--- src/rtl/clk_div_tap_select.sv ---
// Turns one selected tap of a 4-bit divider counter into a single-cycle clock enable.
// Ratio changes are staged and committed only when the counter wraps to zero.
module clk_div_tap_select #(
  parameter logic [1:0] DEFAULT_SEL = 2'd0,
  parameter int         COUNT_W     = 8
) (
  input  logic               clk,
  input  logic               reset_n,
  input  logic [3:0]         tap,
  input  logic [1:0]         sel,
  input  logic               sel_valid,
  output logic               sel_ready,
  output logic               clk_en,
  output logic               div_out,
  output logic [1:0]         active_sel,
  output logic               switch_pending,
  output logic [COUNT_W-1:0] pulse_count
);

  localparam logic ST_RUN  = 1'b0;
  localparam logic ST_PEND = 1'b1;

  logic               state_q, state_d;
  logic [3:0]         tap_q;
  logic               act_q, act_d;
  logic               clk_en_q, clk_en_d;
  logic               div_out_q, div_out_d;
  logic [1:0]         active_sel_q, active_sel_d;
  logic [1:0]         next_sel_q, next_sel_d;
  logic [COUNT_W-1:0] pulse_count_q, pulse_count_d;

  logic tap_level;
  logic pulse;
  logic commit;
  logic accept;

  // Handshake: a request transfers on a clock edge where sel_valid && sel_ready;
  // sel_ready is a pure state decode, and while a switch is pending the request
  // inputs are ignored, so requesters hold sel/sel_valid until sel_ready is high.
  always_comb begin
    tap_level     = tap_q[active_sel_q];
    pulse         = tap_level & ~act_q;
    commit        = (state_q == ST_PEND) && (tap_q == 4'b0000);
    accept        = (state_q == ST_RUN) && sel_valid;

    state_d       = state_q;
    next_sel_d    = next_sel_q;
    active_sel_d  = active_sel_q;
    act_d         = tap_level;
    clk_en_d      = pulse;
    div_out_d     = tap_level;
    pulse_count_d = pulse_count_q + {{(COUNT_W-1){1'b0}}, pulse};

    if (accept && (sel != active_sel_q)) begin
      state_d    = ST_PEND;
      next_sel_d = sel;
    end

    // Committing at tap_q == 0 keeps every enable period whole across the switch.
    if (commit) begin
      state_d       = ST_RUN;
      active_sel_d  = next_sel_q;
      act_d         = 1'b0;
      clk_en_d      = 1'b0;
      pulse_count_d = '0;
    end
  end

  always_ff @(posedge clk or negedge reset_n) begin
    if (!reset_n) begin
      state_q       <= ST_RUN;
      tap_q         <= 4'b0000;
      act_q         <= 1'b0;
      clk_en_q      <= 1'b0;
      div_out_q     <= 1'b0;
      active_sel_q  <= DEFAULT_SEL;
      next_sel_q    <= DEFAULT_SEL;
      pulse_count_q <= '0;
    end else begin
      state_q       <= state_d;
      tap_q         <= tap;
      act_q         <= act_d;
      clk_en_q      <= clk_en_d;
      div_out_q     <= div_out_d;
      active_sel_q  <= active_sel_d;
      next_sel_q    <= next_sel_d;
      pulse_count_q <= pulse_count_d;
    end
  end

  assign sel_ready      = (state_q == ST_RUN);
  assign switch_pending = (state_q == ST_PEND);
  assign clk_en         = clk_en_q;
  assign div_out        = div_out_q;
  assign active_sel     = active_sel_q;
  assign pulse_count    = pulse_count_q;

endmodule

--- config.mk ---
export PLATFORM = sky130hd
export DESIGN_NAME = clk_div_tap_select
export DESIGN_NICKNAME = d
export VERILOG_FILES = /design/src/rtl/clk_div_tap_select.sv
export SDC_FILE = /design/constraint.sdc
export NUM_CORES = 1
export LEC_CHECK = 0
export CORE_MARGIN = 2
export CORE_UTILIZATION = 40
export DETAILED_ROUTE_END_ITERATION = 10
export PLACE_DENSITY_LB_ADDON = 0.08
export REMOVE_ABC_BUFFERS = 1
export SYNTH_ARGS = -nofsm -noshare
export SYNTH_HDL_FRONTEND = slang
export SYNTH_SLANG_ARGS = --single-unit
--- constraint.sdc ---
create_clock -name clk -period 2.8 [get_ports clk]
set_clock_uncertainty 0.15 [all_clocks]
set_input_delay 0.7 -clock clk [delete_from_list [all_inputs] [get_ports clk]]
set_output_delay 0.7 -clock clk [all_outputs]
set_load 0.01 [all_outputs]
# After elaboration in Yosys (flattened, before gate mapping)
# Cells that the tools add are included.
# totals
out_inout_bits	14
wordCells	26
in_bits	9
ff_bits	20
# classes
muxes	7
n_lt_le_gt_ge	1
n_reduce_logical	5
add_sub_neg	1
bitwise_logic	3
n_eq_ne	1
# op_table
operator	count
$add A8 B1 Y8	1
$mux W8	1
$mux W1	5
$logic_not A4 Y1	1
$logic_and A1 B1 Y1	3
$lt A2 B3 Y1 const B	1
$bmux W1 S2	1
$ne A2 B2 Y1	1
$not A1 Y1	2
$reduce_bool A2 Y1	1
$and A1 B1 Y1	1

# Logic depth before layout (Yosys ltp)
# depth
ltp_word	5
ltp_mapped	7
mapped_depth_nobuf	7

# Worst setup path after synthesis
# Ideal clock, no wire load.
# synth_path
path_type	reg2reg
startpoint	register active_sel_q[1] (netlist: active_sel[1])
endpoint	register pulse_count_q[4] (netlist: pulse_count[4])
period_less_slack_ns	2.104
required_time_ns	2.532
path_stages_with_launch	8
path_buffers	0
setup_time_ns	0.118
slack_ns	0.696
arrival_time_ns	1.835
cell_sequence	dfrtp_1 -> mux4_2 -> nor2b_1 -> ha_1 -> ha_1 -> nand3_1 -> xor2_1 -> nor2_1
# synth_via
elab_chain_len	5
# synth_rtl
item	line	source
start: declaration	28	logic [1:0] active_sel_q, active_sel_d;
start signal: assignment	85	active_sel_q <= active_sel_d;
$bmux W1 S2	41	tap_level = tap_q[active_sel_q];
$mux W1 (implied by the code)	41	
net div_out_d	27	logic div_out_q, div_out_d;
$and A1 B1 Y1	42	pulse = tap_level & ~act_q;
$add A8 B1 Y8	52	pulse_count_d = pulse_count_q + {{(COUNT_W-1){1'b0}}, pulse};
$mux W8	60	if (commit) begin
net pulse_count_d[4]	30	logic [COUNT_W-1:0] pulse_count_q, pulse_count_d;
end signal: assignment	87	pulse_count_q <= pulse_count_d;
end: declaration	30	
# The timed path passes the listed nets, and every way through them passes these cells. The select of a mux whose other input is x is not followed.
# A chain may end at the register's enable or synchronous reset.

# Final worst setup path
# layout_path
startpoint	register active_sel_q[1] (netlist: active_sel[1])
endpoint	register pulse_count_q[6] (netlist: pulse_count[6])
# The elaborated chain is that of the path after synthesis.

==> results.toml <==
[power]
power_density_mw_per_mm2 = 926
internal_power_w = 0.000753
combPwrFrac_pct = 34.8
clockPowerShare_pct = 21.5
switching_share_pct = 28.9
peakVddDrop_uv = 499
power_switching_w = 0.000306
p_leak_nw = 0.483
p_seq_share_pct = 43.7

[setup_path]
crit_path_start_kind = "flip-flop"
r2r_setup_slack_ns = 0.55
r2r_start = "active_sel[1]"
critPathRequiredTime_ns = 2.87
reg2reg_to = "pulse_count[6]"
crit_type = "flip-flop to flip-flop"
arrival_ns = 2.32
critPathCaptureType = "flip-flop"
crit_fanout = 5
startpoint = "active_sel[1]"
cp-endpoint = "pulse_count[6]"
reg2reg_depth = 7

[timing]
post-route-min-period_ns = 2.25
grt_setup_unrepaired = "no"
tightest_slew_ns = 0.470
slew_headroom_pct = 68.6
finalMaxSlewViolations = 0
hold_ws_ns = 0.276
finalSetupViolations = 0
hold_viol_final = 0
setup_tns_ns = 0
post-route-period-util_pct = 80.4
max_freq_ghz = 0.444

[global_routing]
grt_pass1_vias = 458
antenna_found_initial = 0
grt_use_total_pct = 11.2
gr-total-overflow = 0
grt_pass1_wl_um = 2090
grt_max_degree = 21

[finish]
fill_cells = 178
multi_input_area_um2 = 314
syn2layout_area_growth_pct = 37.9
nets = 101
insertedDiodeCount = 0
seqCellArea_um2 = 500
utilization_pct = 58.3
drive_above_1_share_pct = 11.2

[clock_network]
cts_tree = "yes"
cts_buffer_depth = 2
postCtsSetupBuffers = 0
cts_root_buffer = "clkbuf_4"
numClockSinks = 20
post_cts_resize_count = 0
clk_pin_slew_ns = 0.11
cts_htree_levels = 1
insertion_delay_ns = 0.29
cts_made_buffers = 3
postCtsHoldBufs = 0

[logic_synthesis]
synth-edff-count = 0
ys_ff_latch = 20
ys.flop_type = "dfrtp_1"
ys_types = 20
yosysMostFrequentCell = "dfrtp_1"
syn_area_um2 = 830
avgSynthCellArea_um2 = 13.4
yosysSeqAreaShare_pct = 60.3
synthCells = 62
synth_top_area_cell = "dfrtp_1"
synthArstFlopShare_pct = 100
synth_area_leaders = "dfrtp_1 (60%), mux2_1 (5.4%), xor2_1 (4.2%), mux4_1 (3.2%), ha_1 (3.0%)"
ys_warn_count = 0
synth_top_area_share_pct = 60.3

[placement]
gp_congestion = 0.702
port_buffers = 22
dp_hpwl_um = 1020

[status]
run_status = "finished clean"

[drt]
vias_per_cell = 4.74
wirelength_um = 1360
post_drt_wl_per_cell_um = 11.7
drc = 0
ant_nets = 0
drt_iter0_markers = 3
vias = 550
drt_pass1_iterations = 2

[floorplan]
die_area_mm2 = 0.00245
ios = 23
core_area_mm2 = 0.00196
rows = 16
die_width_um = 49.5
start_util_pct = 42.3
chipHeight_um = 49.5

[worst_hold_path]
min_path_type = "flip-flop to flip-flop"

[run]
maxCapViolations = 0
## layout make-up
cell class / instances / share of cell area (%)
repair buffers: 24 / 20.6
inverters: 2 / 0.656
flip-flops and latches: 20 / 43.8
multi-input cells: 39 / 27.5
clock buffers: 3 / 1.97
clock inverters: 1 / 2.63
well taps: 27 / 2.95
## cell families (layout without fill, tap and decap cells)
family / Yosys count / after routing / share of synthesized area (%)
compound gates: 8 / 8 / 5.73
xor+xnor: 5 / 5 / 5.28
fa+ha+maj: 2 / 2 / 3.02
buf+inv: 3 / 30 / 1.81
flops: 20 / 20 / 60.3
mux: 6 / 6 / 11.3
simple gates: 18 / 18 / 12.5
## worst min path at each step
| stage | cells after the start | from | to |
|---|---|---|---|
| final | 1 | act_q | clk_en |
| after floorplan | 0 | reset_n | act_q |
| after global placement | 1 | act_q | clk_en |
| after CTS | 1 | act_q | clk_en |
| after global routing | 1 | act_q | clk_en |
| after detailed placement | 1 | act_q | clk_en |
## power groups by stage
stage,sequential (W),clock (W),combinational [W]
6_report,0.000463,0.000228,0.000369
5_1_grt,0.000475,0.000248,0.000404
4_1_cts,0.000464,0.000234,0.000376
3_5_place_dp,0.000471,0,0.000374
3_3_place_gp,0.000469,0,0.000370
2_1_floorplan,0.000488,0,0.000156
## through the flow
stage               total power, W  area [µm²]  setup slack [ns]  instances
floorplan                 0.000645         822             0.662         61
global placement          0.000838        1090             0.570        112
detailed placement        0.000845        1090             0.544        112
CTS                        0.00107        1140             0.514        116
global route               0.00113        1140             0.353        116
finish                     0.00106        1140             0.550        116
## state kept, by name (all words and copies together) (netlist names)
name,cells
pulse_count,8
tap_q,4
active_sel,2
next_sel_q,2
act_q,1
clk_en,1
div_out,1
switch_pending,1
## worst max-delay path, cell delays in order, from the launching register on
cell and delay [ns]:
dfrtp_1 0.45, mux4_2 0.37, nor2b_1 0.14, ha_1 0.24, ha_1 0.25, inv_1 0.06
or3_1 0.36, a21oi_1 0.15
## per-layer routing
layer  global-route usage, %  share of wire, %  up-vias
li1                        -                 -      275
met1                    15.9                49      262
met2                    16.7                47       11
met3                    2.73               3.9        2
met4                    4.17              0.96        0
met5                       0                 0        -
## layout by cell type (no fill, tap or decap)
cell type	Yosys	layout
inv_1	1	1
mux4_1	1	1
nor2b_1	4	4
xor2_1	4	4
clkbuf_4	0	3
a21oi_1	4	4
inv_2	1	1
mux2_1	4	4
nand4_1	1	1
o21ai_0	3	3
nor4b_2	1	1
o211ai_2	1	1
dfrtp_1	20	20
clkdlybuf4s50_1	0	22
xnor2_1	1	1
nand2_1	1	1
bufinv_16	0	1
ha_1	2	2
nand3_1	4	4
buf_4	1	2
nor2_1	4	4
mux4_2	1	1
or3_1	3	3
Power figures use the tool's default switching activity.
